### config.mk
export PLATFORM = sky130hd
export DESIGN_NAME = harvard_prog_loader
export DESIGN_NICKNAME = d
export VERILOG_FILES = /design/src/rtl/harvard_prog_loader.sv
export SDC_FILE = /design/constraint.sdc
export NUM_CORES = 1
export LEC_CHECK = 0
export ABC_AREA = 1
export CAP_MARGIN = 20
export CORE_MARGIN = 1
export CORE_UTILIZATION = 35
export CTS_CLUSTER_SIZE = 10
export DETAILED_ROUTE_END_ITERATION = 8
export GPL_ROUTABILITY_DRIVEN = 0
export PLACE_DENSITY_LB_ADDON = 0.05
export SLEW_MARGIN = 10
export SYNTH_ARGS = -nofsm -noshare
export SYNTH_HDL_FRONTEND = slang
export SYNTH_SLANG_ARGS = --single-unit
### constraint.sdc
create_clock -name i_clk -period 3.3 [get_ports i_clk]
set_clock_uncertainty 0.1 [all_clocks]
set_input_delay 0.33 -clock i_clk [delete_from_list [all_inputs] [get_ports i_clk]]
set_output_delay 0.33 -clock i_clk [all_outputs]
set_load 0.02 [all_outputs]
### src/rtl/harvard_prog_loader.sv
// Boot-time program loader: accepts a framed byte stream (length, payload,
// XOR checksum), writes whole instructions into imem, and holds the core in
// reset until the checksum has been verified.
module harvard_prog_loader #(
    parameter int INSTR_W    = 32,
    parameter int ADDR_W     = 8,
    parameter int RESET_HOLD = 4
) (
    input  logic               i_clk,
    input  logic               i_reset,
    input  logic [7:0]         i_in_data,
    input  logic               i_in_valid,
    output logic               o_in_ready,
    output logic               o_imem_we,
    output logic [ADDR_W-1:0]  o_imem_addr,
    output logic [INSTR_W-1:0] o_imem_wdata,
    output logic               o_core_reset,
    output logic               o_load_done,
    output logic               o_load_err
);

    localparam int BYTES = INSTR_W / 8;
    localparam int BC_W  = (BYTES > 1) ? $clog2(BYTES) : 1;
    localparam int HC_W  = (RESET_HOLD > 1) ? $clog2(RESET_HOLD) : 1;
    // Capacity in words; 17 bits so a 16-bit length can exceed it cleanly.
    localparam logic [16:0] MAX_WORDS = 17'(1) << ADDR_W;

    typedef enum logic [2:0] {
        S_LEN_HI,
        S_LEN_LO,
        S_DATA,
        S_CHK,
        S_HOLD,
        S_RUN,
        S_ERR
    } state_t;

    state_t              r_state;
    logic [15:0]         r_len;
    logic [7:0]          r_xor;
    logic [BC_W-1:0]     r_byte_cnt;
    logic [ADDR_W:0]     r_word_idx;   // one extra bit so N = 2**ADDR_W never wraps
    logic [HC_W-1:0]     r_hold_cnt;
    logic                r_in_ready;
    logic                r_imem_we;
    logic [ADDR_W-1:0]   r_imem_addr;
    logic [INSTR_W-1:0]  r_imem_wdata;
    logic                r_core_reset;
    logic                r_load_done;
    logic                r_load_err;

    logic                w_xfer;
    logic [15:0]         w_len_full;
    logic                w_last_word;
    logic [INSTR_W-1:0]  w_wdata_next;

    assign w_xfer      = i_in_valid & r_in_ready;
    assign w_len_full  = {r_len[15:8], i_in_data};
    assign w_last_word = (17'(r_word_idx) + 17'd1) == {1'b0, r_len};

    // Payload bytes are shifted straight into the write-data register; the bus
    // is only meaningful while imem_we is high, which saves a separate word buffer.
    generate
        if (BYTES > 1) begin : g_shift
            assign w_wdata_next = {r_imem_wdata[INSTR_W-9:0], i_in_data};
        end else begin : g_single
            assign w_wdata_next = i_in_data;
        end
    endgenerate

    assign o_in_ready   = r_in_ready;
    assign o_imem_we    = r_imem_we;
    assign o_imem_addr  = r_imem_addr;
    assign o_imem_wdata = r_imem_wdata;
    assign o_core_reset = r_core_reset;
    assign o_load_done  = r_load_done;
    assign o_load_err   = r_load_err;

    // Frame-parsing FSM; every output is registered and updated alongside the state.
    always_ff @(posedge i_clk or posedge i_reset) begin
        if (i_reset) begin
            r_state      <= S_LEN_HI;
            r_len        <= '0;
            r_xor        <= '0;
            r_byte_cnt   <= '0;
            r_word_idx   <= '0;
            r_hold_cnt   <= '0;
            r_in_ready   <= 1'b0;
            r_imem_we    <= 1'b0;
            r_imem_addr  <= '0;
            r_imem_wdata <= '0;
            r_core_reset <= 1'b1;
            r_load_done  <= 1'b0;
            r_load_err   <= 1'b0;
        end else begin
            r_imem_we <= 1'b0;
            case (r_state)
                S_LEN_HI: begin
                    // ready rises here on the first clock out of reset
                    r_in_ready <= 1'b1;
                    if (w_xfer) begin
                        r_len[15:8] <= i_in_data;
                        r_xor       <= r_xor ^ i_in_data;
                        r_state     <= S_LEN_LO;
                    end
                end
                S_LEN_LO: begin
                    if (w_xfer) begin
                        r_len[7:0] <= i_in_data;
                        r_xor      <= r_xor ^ i_in_data;
                        if ({1'b0, w_len_full} > MAX_WORDS) begin
                            r_state    <= S_ERR;
                            r_load_err <= 1'b1;
                            r_in_ready <= 1'b0;
                        end else if (w_len_full == 16'd0) begin
                            r_state <= S_CHK;
                        end else begin
                            r_state <= S_DATA;
                        end
                    end
                end
                S_DATA: begin
                    if (w_xfer) begin
                        r_xor        <= r_xor ^ i_in_data;
                        r_imem_wdata <= w_wdata_next;
                        if (r_byte_cnt == BC_W'(BYTES - 1)) begin
                            r_byte_cnt  <= '0;
                            r_imem_we   <= 1'b1;
                            r_imem_addr <= r_word_idx[ADDR_W-1:0];
                            r_word_idx  <= r_word_idx + (ADDR_W+1)'(1);
                            if (w_last_word) begin
                                r_state <= S_CHK;
                            end
                        end else begin
                            r_byte_cnt <= r_byte_cnt + BC_W'(1);
                        end
                    end
                end
                S_CHK: begin
                    if (w_xfer) begin
                        r_in_ready <= 1'b0;
                        r_hold_cnt <= '0;
                        if (i_in_data == r_xor) begin
                            r_state <= S_HOLD;
                        end else begin
                            r_state    <= S_ERR;
                            r_load_err <= 1'b1;
                        end
                    end
                end
                S_HOLD: begin
                    // core stays in reset for RESET_HOLD cycles after a good checksum
                    if (r_hold_cnt == HC_W'(RESET_HOLD - 1)) begin
                        r_state      <= S_RUN;
                        r_core_reset <= 1'b0;
                        r_load_done  <= 1'b1;
                    end else begin
                        r_hold_cnt <= r_hold_cnt + HC_W'(1);
                    end
                end
                S_RUN: begin
                    r_state <= S_RUN;
                end
                S_ERR: begin
                    r_state <= S_ERR;
                end
                default: begin
                    // unreachable encoding: fail safe with the core held in reset
                    r_state      <= S_ERR;
                    r_load_err   <= 1'b1;
                    r_in_ready   <= 1'b0;
                    r_core_reset <= 1'b1;
                end
            endcase
        end
    end

endmodule

After elaboration in Yosys (flattened, before gate mapping). Cells that the tools add are included.

Bits of input ports: 11. Output and inout bits: 45. Flip-flop bits (word level): 85.

Bitwise operators: 5. $lt $le $gt $ge: 1. Eq/ne operators: 20. Add/subtract/negate cells: 4. Reductions and logical operators: 18. Mux-type cells: 29.

Operator list (count): two-way mux 3 bit (8); != test 2 bit (second input constant) (10); case mux 3 bit (6 select lines) (1); == test 10 x 16 -> 1 bit (1); greater-than comparator 16 x 9 -> 1 bit (second input constant) (1); zero test 16 bit (1); two-way mux 1 bit (12); AND reduction 2 bit (6); adder 9 x 1 -> 10 bit (second input constant) (1); adder 9 x 1 -> 9 bit (second input constant) (1); == test 3 bit (second input constant) (3); == test 8 bit (1); two-way mux 2 bit (4); bitwise XOR 8 bit (1); AND reduction 7 bit (1); == test 3 x 2 -> 1 bit (second input constant) (2); AND reduction 3 bit (2); OR reduction 6 bit (1); AND reduction 5 bit (1); OR reduction 5 bit (1); adder 2 x 1 -> 2 bit (second input constant) (2); == test 2 bit (second input constant) (2); case mux 1 bit (4 select lines) (1); case mux 2 bit (2 select lines) (1); 10 further kinds (12).

Longest topological paths before layout.
Depth in word-level cells: 6. Gate-level depth with buffers: 14. Gate-level depth less buffers: 14.

Worst setup path before layout. Ideal clock, no wire load.

Path type: register to register. Start: register r_word_idx[0]. End: register r_state[1]. Arrival: 1487 ps. Setup time: 117 ps. Clock period less this slack: 1704 ps. Buffers on the path: 0. Path slack: 1596 ps. Stages on the path, launching flop included: 15. Path through: dfrtp_1 ha_1 inv_1 nand2_1 nand2_1 nor2_1 nand2_1 nor2_1 nand3_1 nor2_1 nand3_1 nand2_2 nand2_1 nand2_1 nand2_1.

Longest elaborated chain between the ends: 4.

RTL lines: start: declaration (line 42) `logic [ADDR_W:0] r_word_idx;`; start signal: assignment (line 130) `r_word_idx <= r_word_idx + (ADDR_W+1)'(1);`; adder 9 x 1 -> 10 bit (line 59) `assign w_last_word = (17'(r_word_idx) + 17'd1) == {1'b0, r_len};`; == test 10 x 16 -> 1 bit (line 59); != test 2 bit (no line); AND reduction 7 bit (no line); end signal: assignment (line 82) `r_state <= S_LEN_HI;`; end signal: assignment (line 104) `r_state <= S_LEN_LO;`; end signal: assignment (line 112) `r_state <= S_ERR;`; end: declaration (line 38) `state_t r_state;`.

Every way passes these cells. A chain may end at the register's enable or synchronous reset.

Worst setup path after layout.
Start: register r_state[0]. End: register r_imem_addr[3] (netlist: o_imem_addr[3]).

Longest elaborated chain between the ends: 2.

RTL lines: == test 3 x 2 -> 1 bit (line 97) `case (r_state)`; AND reduction 3 bit (no line); end signal: assignment (line 129) `r_imem_addr <= r_word_idx[ADDR_W-1:0];`; end: declaration (line 46) `logic [ADDR_W-1:0] r_imem_addr;`.

Every way passes these cells.

==> impl_metrics.py <==
metrics = {
    "synth": {
        "yosysSeqAreaShare": 0.551,
        "ys_types": 28,
        "synth_seq_cells": 85,
        "synth_area_sq_um": 3860,
        "synth_warnings": 0,
        "syn_inst": 466,
        "async_flop_share": 1.00,
        "synth_top_area_share": 0.544,
        "synth_ff_type": "dfrtp_1",
        "ys_top_cells_by_count": "nand2_1 (150), dfrtp_1 (84), o21ai_0 (58)",
        "synth.most_common_cell": "nand2_1",
        "yosys-top-cells-area": "dfrtp_1 (54%), nand2_1 (15%), o21ai_0 (7.5%), inv_1 (5.3%), nand3_1 (3.2%)",
        "synth_largest_area_cell": "dfrtp_1",
        "synth.net_count": 481,
        "synth_edf_count": 0,
        "avgSynthCellArea_sq_um": 8.29,
    },
    "placed_design": {
        "portBuffers": 55,
        "hpwl_microns": 6170,
    },
    "global_routing": {
        "grt_pass1_vias": 2909,
        "antenna_found_initial": 0,
        "grtUsageTotal": 0.165,
        "grt_remaining_overflow": 0,
        "grt_first_pass_wirelength_microns": 14700,
        "grt_start_max_net_pins": 42,
    },
    "worst_setup_path": {
        "crit_buf_inv": 3,
        "critical_path.max_stage_delay_ns": 0.46,
        "path_max_fanout": 27,
        "path_class": "register to register",
        "critical_path.top_delay_family": "simple AND/OR/NAND/NOR gates",
        "end_kind": "register",
        "cp-start-kind": "register",
        "slowest_stage": "dfrtp_1",
        "cp.required_ns": 3.43,
        "worstPathArrival_ns": 2.23,
        "cp_cell_sequence": "nor2_2 -> nand2_2 -> nor2_4 -> buf_4 -> inv_2 -> nor2_4 -> inv_2 -> nand2_1 -> o21ai_1",
    },
    "finish": {
        "regArea_sq_um": 2130,
        "layout-drive-gt1-share": 0.0717,
        "multi_input_area_sq_um": 1460,
        "finish.utilization": 0.452,
        "final_nets": 540,
        "fill_cells": 1050,
        "area_delta_synth_final_pct": 22.9,
        "insertedDiodeCount": 0,
    },
    "timing": {
        "slew_headroom": 0.575,
        "timing.final.crit_share": 0.636,
        "drv_slew": 0,
        "worst_pin_slew_ns": 0.637,
        "finalSetupTns_ns": 0,
        "max_freq_ghz": 0.477,
        "fin_crit_ns": 2.10,
        "setup_viol": 0,
        "finalHoldViolations": 0,
        "rsz0062_at_grt": "no",
    },
    "drt": {
        "routed-via-count": 3061,
        "first_pass_iters": 5,
        "drcViolationCount": 0,
        "finalWirelength_microns": 8620,
        "wl_per_cell_microns": 12.9,
        "via_per_inst": 4.60,
        "ant_nets": 0,
        "first_iter_violations": 122,
    },
    "clock_tree": {
        "ctsLongestPathBuffers": 2,
        "clock_latency_ns": 0.35,
        "cts_htree_levels": 3,
        "hold_buffers": 0,
        "post_cts_buffers": 0,
        "cts-resized-gates": 0,
        "cts_tree": "yes",
        "cts_buffers": 9,
        "cts.sinks": 85,
        "cts-root-buf": "clkbuf_8",
        "clkTransAtPathRegs_ns": 0.09,
    },
    "die": {
        "core_region_area_sq_um": 10500,
        "row_count": 37,
        "dieWidth_microns": 107,
        "die_area_sq_um": 11500,
        "ios": 56,
        "fp.dieH_microns": 107,
        "initial_utilization": 0.367,
    },
    "power": {
        "intPower_mw": 1.34,
        "p_clk_frac": 0.379,
        "p_seq_frac": 0.589,
        "power_mw": 1.77,
        "max-vdd-ir-drop_mv": 0.220,
        "p_switching_uw": 429,
        "p_sw_frac": 0.243,
        "p_leak_nw": 2.25,
        "p_per_area_nw_per_um2": 372,
        "comb_power_share": 0.032,
    },
    "job": {
        "drv_cap": 0,
    },
    "worst_hold_path": {
        "hp-class": "input port to async pin",
    },
    "run_status": {
        "outcome": "completed",
    },
}
-- routing by layer --
| metal | global-route usage | vias to the layer above | share of wire |
|---|---|---|---|
| met4 | 0.0528 | 0 | 0.011 |
| met1 | 0.231 | 1400 | 0.51 |
| met2 | 0.253 | 59 | 0.44 |
| met5 | 0 | - | 0 |
| li1 | - | 1594 | - |
| met3 | 0.0365 | 8 | 0.034 |
-- registers in the layout, summed over array words and instances (netlist names) --
signal / cells
r_len: 16
o_imem_wdata: 32
r_hold_cnt: 2
r_xor: 8
r_state: 3
o_imem_addr: 8
o_load_done: 1
o_core_reset: 1
r_byte_cnt: 2
o_in_ready: 1
o_imem_we: 1
o_load_err: 1
r_word_idx: 9
-- power by group through the flow --
stage               clock network (mW)  logic (mW)  registers (mW)
global route                     0.734      0.0647            1.04
finish                           0.669      0.0560            1.04
floorplan                            0      0.0274            1.06
global placement                     0      0.0586            1.06
CTS                              0.702      0.0589            1.04
detailed placement                   0      0.0589            1.06
-- logic make-up after synthesis --
logic type / synth area share
AND/OR/NAND/NOR: 0.237
buffers and inverters: 0.0710
flip-flops: 0.551
XOR/XNOR: 0.0204
adder cells (fa/ha/maj): 0.0149
AO/OA/AOI/OAI: 0.106
-- cell type report --
| class | instances | area share |
|---|---|---|
| timing repair buffer | 60 | 0.124 |
| clock inverter | 6 | 0.0100 |
| sequential | 85 | 0.448 |
| tap | 136 | 0.0358 |
| multi-input combinational | 309 | 0.307 |
| inverter | 60 | 0.0477 |
| clock buffer | 10 | 0.0269 |
-- per-stage QoR --
step | cell area [sq um] | hold WS [ns] | worst slack [ns] | instances
6_report | 4750 | 0.260 | 1.20 | 666
5_1_grt | 4750 | 0.300 | 0.949 | 666
4_1_cts | 4750 | 0.275 | 1.17 | 666
3_5_place_dp | 4570 | 0.355 | 0.967 | 650
3_3_place_gp | 4570 | 0.358 | 1.02 | 650
2_1_floorplan | 3860 | 0.346 | 0.678 | 466
-- final timing paths --
path                                   from  depth (start not counted)  slack, ns          endpoint
worst max-delay path             r_state[0]                          9       1.20    o_imem_addr[3]
worst min-delay path                i_reset                          2       0.26  o_imem_wdata[19]
worst max register to register   r_state[0]                          9       1.20    o_imem_addr[3]
worst min register to register  o_load_done                          1       0.37       o_load_done
max in group asynchronous           i_reset                          3       2.09      o_core_reset
min in group i_clk              o_load_done                          1       0.37       o_load_done
-- worst register-to-register path, stage by stage (launching register included) --
cell and delay (ns):
dfrtp_1 0.46, nor2_2 0.17, nand2_2 0.12, nor2_4 0.09, buf_4 0.27, inv_2 0.10, nor2_4 0.28, inv_2 0.22
nand2_1 0.10, o21ai_1 0.06
-- cell usage in the layout (no fill, tap or decap), types with 4 or more instances in the layout --
cell             instances
dfrtp_1                 84
o21ai_1                 12
nor3_1                   4
inv_1                   54
nor2_1                  23
clkdlybuf4s50_1         55
xnor2_1                  7
clkinvlp_4               4
nand4_1                  4
nand3_1                 25
nor2_4                   4
nand2_1                150
o21ai_0                 58
inv_2                    5
buf_4                    5
clkbuf_8                 9
Power figures use the tool's default switching activity.
